$ cat config.mk
export PLATFORM = sky130hd
export DESIGN_NAME = alu_rr_arbiter
export DESIGN_NICKNAME = d
export VERILOG_FILES = /design/src/rtl/alu_rr_arbiter.sv
export SDC_FILE = /design/constraint.sdc
export NUM_CORES = 1
export LEC_CHECK = 0
export BUFFER_PORTS_ARGS = -buffer_cell sky130_fd_sc_hd__buf_2
export CAP_MARGIN = 20
export CELL_PAD_IN_SITES_DETAIL_PLACEMENT = 1
export CELL_PAD_IN_SITES_GLOBAL_PLACEMENT = 2
export CORE_AREA = 2 2 166 168
export DETAILED_ROUTE_END_ITERATION = 10
export DIE_AREA = 0 0 168 170
export HOLD_SLACK_MARGIN = 0.08
export PLACE_DENSITY = 0.81
export SLEW_MARGIN = 20
export SYNTH_ARGS = -nofsm -noshare
export SYNTH_HDL_FRONTEND = slang
export SYNTH_SLANG_ARGS = --single-unit
$ cat constraint.sdc
create_clock -name clk -period 5.7 [get_ports clk]
set_input_delay 1.14 -clock clk [delete_from_list [all_inputs] [get_ports clk]]
set_output_delay 1.14 -clock clk [all_outputs]
set_load 0.05 [all_outputs]
$ cat src/rtl/alu_rr_arbiter.sv
// Round-robin arbiter sharing one ALU among N_REQ requesters with a single operation in flight;
// each result is held and routed back to the requester that issued it.
module alu_rr_arbiter #(
    parameter int WIDTH = 32,
    parameter int N_REQ = 4
) (
    input  logic                   clk,
    input  logic                   rst,
    input  logic [N_REQ-1:0]       req_valid,
    output logic [N_REQ-1:0]       req_ready,
    input  logic [N_REQ*WIDTH-1:0] req_a,
    input  logic [N_REQ*WIDTH-1:0] req_b,
    input  logic [N_REQ*3-1:0]     req_op,
    output logic [N_REQ-1:0]       rsp_valid,
    input  logic [N_REQ-1:0]       rsp_ready,
    output logic [WIDTH-1:0]       rsp_result,
    output logic [3:0]             rsp_flags,
    output logic                   alu_req_valid,
    input  logic                   alu_req_ready,
    output logic [WIDTH-1:0]       alu_a,
    output logic [WIDTH-1:0]       alu_b,
    output logic [2:0]             alu_op,
    input  logic                   alu_rsp_valid,
    input  logic [WIDTH-1:0]       alu_result,
    input  logic [3:0]             alu_flags,
    output logic                   busy,
    output logic                   err_spurious
);
    localparam int ID_W = (N_REQ > 1) ? $clog2(N_REQ) : 1;

    // state | meaning
    // IDLE  | may issue a new op; a response may still be held
    // WAIT  | op accepted by the ALU, first latency cycle
    // CAPT  | waiting for alu_rsp_valid to capture the result
    typedef enum logic [1:0] {IDLE = 2'd0, WAIT = 2'd1, CAPT = 2'd2} state_t;

    state_t          state;
    logic            rsp_full;
    logic [ID_W-1:0] owner;
    logic [ID_W-1:0] rr_ptr;
    logic [ID_W-1:0] grant_id;
    logic            grant_found;
    logic            held_pop;
    logic            can_issue;
    logic            issue;

    // Search from rr_ptr upward with wrap; compare against constants to avoid variable indexing.
    always_comb begin
        grant_found = 1'b0;
        grant_id    = '0;
        for (int k = 0; k < N_REQ; k++) begin
            for (int i = 0; i < N_REQ; i++) begin
                if (!grant_found && req_valid[i] && ((int'(rr_ptr) + k) % N_REQ == i)) begin
                    grant_found = 1'b1;
                    grant_id    = ID_W'(i);
                end
            end
        end
    end

    always_comb begin
        rsp_valid = '0;
        for (int i = 0; i < N_REQ; i++) begin
            rsp_valid[i] = rsp_full && (owner == ID_W'(i));
        end
        held_pop      = |(rsp_valid & rsp_ready);
        can_issue     = !rst && (state == IDLE) && (!rsp_full || held_pop);
        alu_req_valid = can_issue && grant_found;
        issue         = alu_req_valid && alu_req_ready;
        req_ready     = '0;
        alu_a         = '0;
        alu_b         = '0;
        alu_op        = '0;
        for (int i = 0; i < N_REQ; i++) begin
            if (alu_req_valid && (grant_id == ID_W'(i))) begin
                alu_a        = req_a[i*WIDTH +: WIDTH];
                alu_b        = req_b[i*WIDTH +: WIDTH];
                alu_op       = req_op[i*3 +: 3];
                req_ready[i] = alu_req_ready;
            end
        end
        busy = (state != IDLE) || rsp_full;
    end

    always_ff @(posedge clk or posedge rst) begin
        if (rst) begin
            state        <= IDLE;
            rsp_full     <= 1'b0;
            owner        <= '0;
            rr_ptr       <= '0;
            rsp_result   <= '0;
            rsp_flags    <= '0;
            err_spurious <= 1'b0;
        end else begin
            if (held_pop) begin
                rsp_full <= 1'b0;
            end
            if (alu_rsp_valid && (state != CAPT)) begin
                err_spurious <= 1'b1;
            end
            case (state)
                IDLE: begin
                    if (issue) begin
                        owner  <= grant_id;
                        rr_ptr <= (int'(grant_id) == N_REQ - 1) ? '0 : grant_id + 1'b1;
                        state  <= WAIT;
                    end
                end
                WAIT: state <= CAPT;
                CAPT: begin
                    if (alu_rsp_valid) begin
                        rsp_result <= alu_result;
                        rsp_flags  <= alu_flags;
                        rsp_full   <= 1'b1;
                        state      <= IDLE;
                    end
                end
                default: state <= IDLE;
            endcase
        end
    end
endmodule

# Word-level counts from Yosys, hierarchy flattened
# Index checks and enable logic that the tools add are counted.
# Widths: inputs -> output; s select.
# op_classes
n_eq_ne,24
n_addsub,4
bitwise,4
muxes,54
n_reduce_logical,78
# ops
operator,n
$mux 32,8
$logic_not 32->1,4
$logic_and 1x1->1,44
$mux 2,17
$mux 1,24
$eq 3x3->1 const B,6
$logic_not 1->1,17
$eq 2x2->1 const B,7
$mux 3,4
$eq 2x1->1 const B,5
$eq 3x2->1 const B,3
$logic_not 2->1,3
$ne 2x2->1 const B,3
$pmux 2 s3,1
$reduce_and 2->1,3
$reduce_or 2->1,3
$add 2x1->2 const B,2
$add 2x2->2 const B,2
$and 4x4->4,1
$reduce_or 4->1,1
$and 1x1->1 const A,3
$logic_or 1x1->1,2
$reduce_bool 2->1,1
# totals
wordCells,171
reg_bits,44
input_bits,316

# Depth between registers and ports, before layout
# Gate-level depths: netlist of run 1.
# depth
word_depth,69
mapped_depth,11
depth_no_buf,8

# Least setup slack after synthesis of run 1
# No wires, ideal clock.
# synth_path
kind,input to output
start,in req_valid[0]
end,out alu_a[31]
path_slack_ns,0.937
t_arrival_ns,3.623
n_path_buf,3
cell_stages,11
cell_sequence,buf_6 a21oi_1 o21ai_0 o2bb2a_1 inv_1 ha_1 clkbuf_1 clkbuf_1 and3_1 a21oi_1 o21ai_0
# synth_via
elab_chain_cells,68
word_cells_on_any_way,90
# synth_lines
element,line_no,rtl
"start, declared",9,"input logic [N_REQ-1:0] req_valid,"
$logic_and 1x1->1,53,if (!grant_found && req_valid[i] && ((int'(rr_ptr) + k) % N_REQ == i)) begin
$mux 1,53,
$logic_not 1->1,53,
$logic_and 1x1->1 (2 in series),53,
$mux 1,53,
$logic_not 1->1,53,
$logic_and 1x1->1 (2 in series),53,
$mux 1,53,
[48 not listed],n/a,
$logic_not 1->1,53,
$logic_and 1x1->1 (2 in series),53,
$mux 2 (*),53,
via grant_id[1],41,logic [ID_W-1:0] grant_id;
$logic_not 2->1,75,if (alu_req_valid && (grant_id == ID_W'(i))) begin
$logic_and 1x1->1,75,
$mux 32 (3 in series),75,
$mux 32 (*),75,
"end, declared",20,"output logic [WIDTH-1:0] alu_a,"
# Mark *: on every way through the listed nets, which the timed path passes. The rest lies on a longest branch.

# Worst setup path in the final report of run 1
# layout_path
start,in req_valid[0]
end,out alu_b[23]
# layout_via
elab_chain_cells,68
word_cells_on_any_way,90
# layout_lines
element,line_no,rtl
$logic_and 1x1->1,53,
$mux 1,53,
$logic_not 1->1,53,
$logic_and 1x1->1 (2 in series),53,
$mux 1,53,
$logic_not 1->1,53,
$logic_and 1x1->1 (2 in series),53,
$mux 1,53,
[48 not listed],n/a,
$logic_not 1->1,53,
$logic_and 1x1->1 (2 in series),53,
$mux 2 (*),53,
via grant_id[1],41,
$logic_not 2->1,75,
$logic_and 1x1->1,75,
$mux 32 (3 in series),75,
$mux 32 (*),75,
"end, declared",21,"output logic [WIDTH-1:0] alu_b,"
# Marks and branches as above.

==> results of run 1 <==
## worst max-delay path: stages
cell	delay (ns)
buf_2	0.17
a21oi_1	0.08
o21ai_0	0.14
o2bb2a_1	0.25
ha_1	0.25
nand3b_2	0.26
a211oi_4	0.32
buf_12	0.29
a22oi_1	0.20
o21ai_0	0.12
buf_2	0.29
## sequential cells by signal, summed over array words and instances (netlist names)
signal / flops
rsp_result: 32
rsp_full: 1
err_spurious: 1
rr_ptr: 2
owner: 2
rsp_flags: 4
state: 2
## per-layer routing
metal  up-vias  GRT usage  routed length (um)
met1      2536      0.181                9240
met4         0     0.0178                 224
met3        18     0.0226                1450
li1       2540          -                   -
met5         -          0                   0
met2       232      0.246               10800
## power groups by stage
stage / sequential, mW / clock [mW] / combinational [mW]
after floorplan: 1.00 / 0 / 1.23
after global placement: 0.546 / 0 / 2.30
after detailed placement: 0.559 / 0 / 2.32
after CTS: 0.555 / 0.345 / 2.32
after global routing: 0.576 / 0.356 / 2.44
final: 0.553 / 0.335 / 2.29
## worst paths after layout
kind	startpoint	end	slack (ns)
max	req_valid[0]	alu_b[23]	0.97
min	err_spurious	err_spurious	0.45
max reg2reg	owner[1]	rr_ptr[1]	3.66
min reg2reg	err_spurious	err_spurious	0.45
max in group asynchronous	rst	rsp_result[15]	4.13
min in group asynchronous	rst	rsp_result[21]	0.84
## per-stage QoR
stage               cells  hold slack, ns
floorplan             459           0.493
global placement     1193           0.436
detailed placement   1193           0.441
CTS                  1201           0.456
global route         1201           0.471
finish               1201           0.452
## cells by family (layout without fill, tap and decap cells)
group	after synthesis	in the layout	synth area share
AO/OA/AOI/OAI	218	218	0.345
AND/OR/NAND/NOR	97	97	0.155
buffers and inverters	55	456	0.0732
flip-flops	44	44	0.293
multiplexers	43	43	0.128
adder cells (fa/ha/maj)	2	2	0.00666
## placed cells by master, fill, tap and decap left out, types with 2 or more instances in the layout
| cell | instances |
|---|---|
| a21oi_1 | 72 |
| a22oi_1 | 67 |
| and3_1 | 69 |
| buf_12 | 3 |
| buf_2 | 429 |
| buf_4 | 9 |
| clkbuf_16 | 5 |
| dfrtp_1 | 44 |
| inv_1 | 6 |
| mux2_2 | 39 |
| mux2i_1 | 3 |
| nand2_1 | 2 |
| nand2b_1 | 5 |
| nor2_1 | 10 |
| nor2b_1 | 2 |
| o211ai_1 | 2 |
| o21ai_0 | 40 |
| o21ai_1 | 31 |
## cell type report
type	instances	area [um2]	area share
sequential	44	1100	0.172
multi-input combinational	360	2410	0.376
timing repair buffer	441	2270	0.355
clock inverter	3	46.3	0.00722
tap	341	427	0.0665
inverter	7	26.3	0.00410
clock buffer	5	125	0.0195
==> impl_metrics.csv, run 1 <==
group,metric,value,unit
outcome,status,"finished, final reports clean",
critical_path,arrival,3.59,ns
cts,clock-root-buffer,"clkbuf_16",
floorplanning,rows,60,
yosys,synth.most_common_cell,"a21oi_1",
drt,drt_iter0_markers,238,
sta,setup_viol,0,
placed_design,pre_cts_slack,0.944,ns
pwr,power,3.18,mW
yosys,ys_top_cells_by_area,"dfrtp_1, a22oi_1, mux2_2",
yosys,synth_area_per_cell,8.19,um2
yosys,async_reset_ff_frac,1.00,
global_routing,grt_pass1_wl,31300,um
global_routing,grt_pass1_vias,5324,
critical_path,end_kind,"output port",
hold_path,min_path_type,"register to register",
drt,postRouteAntennaNets,0,
cts,cts.repair.resized,0,
finish,drive_above_1_share,0.578,
floorplanning,die_area,28600,um2
sta,rsz0062_at_grt,"no",
sta,tns,0,ns
sta,finalHoldViolCount,0,
finish,postLayoutCellArea,6410,um2
yosys,yosysUniqueCellTypes,34,
cts,clk_latency,0.28,ns
floorplanning,start_util,0.141,
sta,drv_slew,0,
cts,cts_setup_buffers,0,
critical_path,worst-r2r-cell-count,5,
pwr,switching_share,0.591,
pwr,power_frac_seq,0.174,
floorplanning,chipHeight,170,um
critical_path,required,4.56,ns
drt,routed_via_density,4.43,
global_routing,antenna_found_initial,0,
placed_design,hpwlAfterDp,17300,um
cts,h-tree-depth,2,
yosys,ys_ff_latch,44,
pwr,clkPwrFrac,0.105,
drt,drt_wl_total,21700,um
critical_path,path_class,"input port to output port",
pwr,ir_drop,0.000305,V
floorplanning,die_x,168,um
run,drv_cap,0,
critical_path,worstPathMaxFanout,59,
placed_design,gp_congestion,0.779,
finish,utilization,0.241,
yosys,ys_seq_area_frac,0.293,
placed_design,place_area,6240,um2
finish,syn_to_final_growth,70.7,%
sta,setup_slack,0.973,ns
yosys,synth-main-ff-cell,"dfrtp_1",
yosys,yosys_warnings,0,
sta,post-route-min-period,4.73,ns
cts,cts_buffers,5,
global_routing,grtUsageTotal,0.138,
sta,fmax,212,MHz
placed_design,portBuffers,429,
sta,final.period_utilization,0.829,
global_routing,overflow,0,
drt,via_count,5326,
floorplanning,io_pins,430,
yosys,synth_area_leader_cell,"dfrtp_1",
floorplanning,core_region_area,26700,um2
finish,antenna_cells,0,
cts,cts_tree,"built",
yosys,synthTopCellsByCount,"a21oi_1, and3_1, a22oi_1",
pwr,p_leak,3.42,nW
finish,fillers,3365,
pwr,p_sw,1.88,mW
yosys,syn-num-nets,777,
global_routing,grt_max_degree,66,
drt,avgRoutedWirePerCell,18.0,um
pwr,p_comb_frac,0.721,
finish,layout.nets,1177,
drt,drc,0,
sta,tightest_slew,0.661,ns
sta,skew,0.00276,ns
pwr,p_per_area,496,nW/um2
yosys,syn_area,3760,um2
drt,firstDrtPassIters,4,
pwr,p_int,1.30,mW
cts,cts_buffer_depth,2,
cts,cts.sinks,44,
cts,clkTransAtPathRegs,0.07,ns
yosys,synth_cells,459,
yosys,synth_edf_count,0,
yosys,synth_top_area_frac,0.293,
sta,slew_headroom,0.559,
hold_path,whs_path_depth,1,
critical_path,crit_path_start_kind,"input port",
cts,cts_hold_buf,0,
(Power assumes the default switching activity.)
==> inputs of run 2 (changes only) <==
CORE_AREA = unset   (was 2 2 166 168)
CORE_UTILIZATION = 14   (was unset)
DIE_AREA = unset   (was 0 0 168 170)
PLACE_DENSITY = 0.84   (was 0.81)
clock period = 3.9 ns   (was 5.7 ns; I/O delays follow)
==> impl_metrics.csv, run 2 (synthesized netlist as in run 1, its figures left out) <==
group,metric,value,unit
finish,mostFrequentLayoutCells,"buf_2, a21oi_1, and3_1, a22oi_1, dfrtp_1",
placed_design,place_inst,1196,
sta,skew,0.00433,ns
critical_path,worstPathMaxFanout,16,
finish,fin_cells,1211,
sta,rsz0062_at_grt,"yes",
sta,post-route-min-period,3.80,ns
floorplanning,start_util,0.143,
finish,drive_above_1_share,0.585,
pwr,switching_share,0.568,
outcome,violations,"design-rule violations",
global_routing,grt_pass1_vias,5657,
run,drv_cap,0,
drt,drc,30,
sta,slew_headroom,0.385,
sta,tns,0,ns
cts,clkTransAtPathRegs,0.07,ns
sta,drv_slew,0,
critical_path,crit_chain,"buf_2 -> a21oi_1 -> o21ai_0 -> o2bb2a_1 -> ha_1 -> nand3b_2 -> a211oi_4 -> buf_6 -> clkbuf_16 -> a22oi_1 -> o21ai_1 -> clkbuf_4",
pwr,ir_drop,0.000487,V
global_routing,use_met1,0.178,
drt,avgRoutedWirePerCell,18.2,um
placed_design,hpwlAfterDp,17300,um
sta,finalHoldViolCount,0,
pwr,power_frac_seq,0.163,
critical_path,arrival,3.02,ns
sta,setup_viol,0,
floorplanning,core_region_area,26200,um2
sta,fmax,263,MHz
cts,cts.sinks,44,
floorplanning,chipHeight,166,um
finish,largest-register,"rsp_result",
floorplanning,die_area,27500,um2
placed_design,gp_congestion,0.873,
pwr,clkPwrFrac,0.102,
critical_path,crit_buf_inv,4,
critical_path,path_class,"input port to output port",
finish,syn_to_final_growth,81.9,%
finish,top_regs,"rsp_result: 32 flops, rsp_flags: 4 flops",
drt,drt_iter0_markers,307,
global_routing,grt_busiest_layer,"met2",
cts,cts_buffer_depth,2,
finish,layout.nets,1190,
critical_path,worst-r2r-cell-count,5,
critical_path,r2r_start,"owner[1]",
finish,fillers,3236,
cts,clk_latency,0.28,ns
global_routing,grt_pass1_wl,32900,um
critical_path,slowest_stage,"clkbuf_4",
placed_design,portBuffers,429,
critical_path,critPathLaunch,"req_valid[0]",
global_routing,grtUsageTotal,0.151,
sta,tightest_slew,0.919,ns
critical_path,path_delay_family,"compound AO/OA/AOI/OAI gates",
floorplanning,io_pins,430,
critical_path,end_kind,"output port",
cts,cts_tree,"built",
pwr,p_leak,3.54,nW
pwr,p_per_area,723,nW/um2
critical_path,crit_path_start_kind,"input port",
cts,cts_buffers,5,
drt,postRouteAntennaNets,0,
pwr,p_int,2.14,mW
drt,drt_wl_total,22100,um
cts,cts_hold_buf,0,
global_routing,grt.met2_usage,0.282,
finish,layout_commonest_cell,"buf_2",
sta,final.period_utilization,0.975,
global_routing,overflow,0,
hold_path,min_path_type,"input port to async pin",
pwr,p_comb_frac,0.736,
cts,h-tree-depth,2,
global_routing,met3_usage,0.0267,
critical_path,critical_path_depth,12,
outcome,status,"complete, but fails checks",
cts,clock-root-buffer,"clkbuf_16",
drt,firstDrtPassIters,8,
critical_path,required,3.12,ns
global_routing,antenna_found_initial,3,
finish,largest_register_ffs,32,
critical_path,crit_path_max_incr_delay,0.27,ns
floorplanning,rows,59,
global_routing,grt_max_degree,68,
floorplanning,die_x,166,um
pwr,p_sw,2.80,mW
drt,via_count,5428,
drt,routed_via_density,4.48,
run 2: cell types whose count changed in the layout (fill, tap and decap cells not counted), sizes merged:
cell	delta
clkbuf	+34
buf	-20
diode	+3
clkinv	+1
clkinvlp	-1
inv	-1
run 2: path summary, 6_finish.rpt:
path,endpoint,slack [ns]
worst min register to register,err_spurious,0.45
worst max register to register,rr_ptr[1],1.92
worst max-delay path,alu_a[25],0.1
max in group asynchronous,rsp_result[20],2.71
min in group clk,err_spurious,0.45
worst min-delay path,owner[1],0.44
run 2: power groups by stage:
stage          clock [mW]  sequential, mW  combinational, mW
5_1_grt             0.534           0.840               3.84
6_report            0.502           0.804               3.63
3_3_place_gp            0           0.800               3.52
3_5_place_dp            0           0.812               3.55
2_1_floorplan           0            1.46               1.80
4_1_cts             0.520           0.806               3.55
run 2: what timing repair did:
action,in CTS,in global routing
hold endpoints to repair,0,0
pin swaps,0,1
setup endpoints to repair,3,67
buffers inserted,0,2
resized for setup,3,61
gates cloned,0,2
run 2: area by class of cell:
class / count / area, um2 / area share
Antenna cell: 3 / 7.51 / 0.00110
Clock buffer: 6 / 139 / 0.0203
Clock inverter: 2 / 38.8 / 0.00567
Inverter: 7 / 26.3 / 0.00384
Multi-Input combinational cell: 360 / 2430 / 0.355
Sequential cell: 44 / 1100 / 0.161
Tap cell: 335 / 419 / 0.0613
Timing Repair Buffer: 454 / 2680 / 0.392
run 2: per-stage QoR:
step	utilization	hold slack [ns]	worst slack, ns	total power, mW	instance area (um2)
CTS	0.253	0.455	0.0105	4.88	6640
finish	0.261	0.443	0.0975	4.94	6840
detailed placement	0.246	0.443	-0.0278	4.36	6450
global route	0.261	0.478	-0.0564	5.22	6840
global placement	0.246	0.438	0.0430	4.32	6450
floorplan	-	0.493	-0.0837	3.27	3760
run 2: per-layer routing:
layer  up-vias  part of all wire
met5         -                 0
met4         0             0.012
met3        16             0.059
met2       222              0.52
met1      2621              0.41
li1       2569                 -
==> inputs of run 3 (changes only) <==
CORE_AREA = 2 2 166 168   (was unset)
CORE_UTILIZATION = unset   (was 14)
DIE_AREA = 0 0 168 170   (was unset)
PLACE_DENSITY = 0.81   (was 0.84)
clock period = 3.54 ns   (was 3.9 ns; I/O delays follow)
==> impl_metrics.csv, run 3 (synthesized netlist as in run 1, its figures left out) <==
group,metric,value,unit
global_routing,grt_pass1_vias,5554,
floorplanning,die_area,28600,um2
sta,tightest_slew,0.576,ns
finish,largest-register,"rsp_result",
hold_path,min_path_type,"input port to async pin",
outcome,status,"finished, final reports clean",
finish,drive_above_1_share,0.637,
pwr,p_per_area,778,nW/um2
finish,top_regs,"rsp_result: 32 flops, rsp_flags: 4 flops",
floorplanning,io_pins,430,
cts,h-tree-depth,2,
placed_design,portBuffers,429,
critical_path,end_kind,"output port",
finish,mostFrequentLayoutCells,"buf_2, a21oi_1, and3_1, a22oi_1, buf_4",
critical_path,crit_path_start_kind,"input port",
global_routing,overflow,0,
cts,clk_latency,0.28,ns
critical_path,path_class,"input port to output port",
sta,hold-worst-slack,0.380,ns
sta,tns,0,ns
sta,rsz0062_at_grt,"yes",
critical_path,arrival,2.70,ns
drt,postRouteAntennaNets,0,
finish,layout.nets,1202,
sta,drv_slew,0,
sta,finalHoldViolCount,0,
finish,syn_to_final_growth,94.9,%
cts,cts_buffers,5,
drt,drt_iter0_markers,238,
critical_path,cp_common_cell,"buf_4",
global_routing,grtUsageTotal,0.145,
run,drv_cap,0,
critical_path,slowest_stage,"a22oi_2",
critical_path,crit_chain,"buf_4 -> mux2i_1 -> nor2_1 -> a311oi_1 -> buf_4 -> ha_2 -> nand3b_4 -> a211oi_4 -> buf_12 -> clkbuf_16 -> a22oi_2 -> o21ai_2 -> buf_6",
finish,fillers,3280,
pwr,ir_drop,0.000566,V
pwr,power,5.70,mW
cts,clock-root-buffer,"clkbuf_16",
floorplanning,core_region_area,26700,um2
drt,firstDrtPassIters,4,
sta,slew_headroom,0.614,
drt,drt_wl_total,23800,um
sta,post-route-min-period,3.41,ns
finish,utilization,0.275,
pwr,p_leak,3.72,nW
cts,cts_buffer_depth,2,
finish,layout_commonest_cell,"buf_2",
cts,cts.sinks,44,
drt,avgRoutedWirePerCell,19.4,um
placed_design,gp_congestion,0.790,
floorplanning,start_util,0.141,
critical_path,required,2.83,ns
sta,fmax,293,MHz
critical_path,crit_path_max_incr_delay,0.27,ns
critical_path,worstPathMaxFanout,11,
floorplanning,die_x,168,um
sta,setup_viol,0,
sta,skew,0.00763,ns
global_routing,grt_max_degree,50,
global_routing,antenna_found_initial,2,
cts,cts_tree,"built",
sta,final.period_utilization,0.964,
finish,largest_register_ffs,32,
drt,via_count,5569,
global_routing,grt_pass1_wl,32600,um
placed_design,hpwlAfterDp,17900,um
drt,routed_via_density,4.54,
drt,drc,0,
floorplanning,chipHeight,170,um
cts,clkTransAtPathRegs,0.07,ns
finish,antenna_cells,0,
floorplanning,rows,60,
[run 3: cell count changes in the layout (fill, tap and decap cells not counted), sizes merged]
cell,change
inv,+1
buf,+37
diode,-3
bufinv,-1
clkbuf,-24
clkinv,-1
[run 3: where the power goes]
part / total (mW) / leakage [nW] / internal (mW) / switching, mW
clock: 0.446 / 0.0681 / 0.263 / 0.182
sequential: 0.887 / 0.524 / 0.747 / 0.140
combinational: 4.37 / 3.13 / 1.47 / 2.91
total: 5.70 / 3.72 / 2.48 / 3.23
[run 3: worst max-delay path: cells and delay by family]
family / cells / cell delay [ns]
buffers and inverters: 5 / 0.85
AOI/OAI and AO/OA: 4 / 0.64
muxes: 1 / 0.12
and+or+nand+nor: 2 / 0.20
adders and majority gates: 1 / 0.18
[run 3: layout make-up]
cell class / count / area [um2] / area share
sequential: 44 / 1100 / 0.150
clock buffer: 7 / 133 / 0.0181
inverter: 7 / 26.3 / 0.00359
timing repair buffer: 466 / 3040 / 0.414
tap: 341 / 427 / 0.0582
multi-input combinational: 360 / 2590 / 0.354
clock inverter: 1 / 8.76 / 0.00120
[run 3: metal layers]
layer / track usage / routed length, um / up-vias
met5: 0 / 32 / -
met4: 0.0333 / 496 / 4
met3: 0.0247 / 1290 / 34
met2: 0.259 / 12100 / 236
met1: 0.183 / 9830 / 2691
li1: - / - / 2604
[run 3: stage by stage]
stage	setup WS, ns	instances	instance area (um2)
2_1_floorplan	-0.300	459	3870
3_3_place_gp	-0.142	1204	6560
3_5_place_dp	-0.196	1204	6560
4_1_cts	-0.0115	1214	6850
5_1_grt	-0.0517	1226	7330
6_report	0.128	1226	7330
[run 3: path summary, 6_finish.rpt]
kind	cells after the start	endpoint	slack (ns)	from
min in group clk	1	err_spurious	0.46	err_spurious
worst min-delay path	2	rsp_result[1]	0.38	rst
worst min register to register	1	err_spurious	0.46	err_spurious
max in group asynchronous	3	rr_ptr[1]	2.36	rst
worst max register to register	5	rr_ptr[1]	1.46	owner[1]
worst max-delay path	13	alu_a[12]	0.13	req_valid[0]
[run 3: repair_timing]
action | CTS | global route
setup buffers | 1 | 5
gates cloned | 1 | 7
gates resized for setup | 38 | 145
hold buffers | 0 | 0
pin swaps | 1 | 5
setup endpoints to repair | 66 | 67
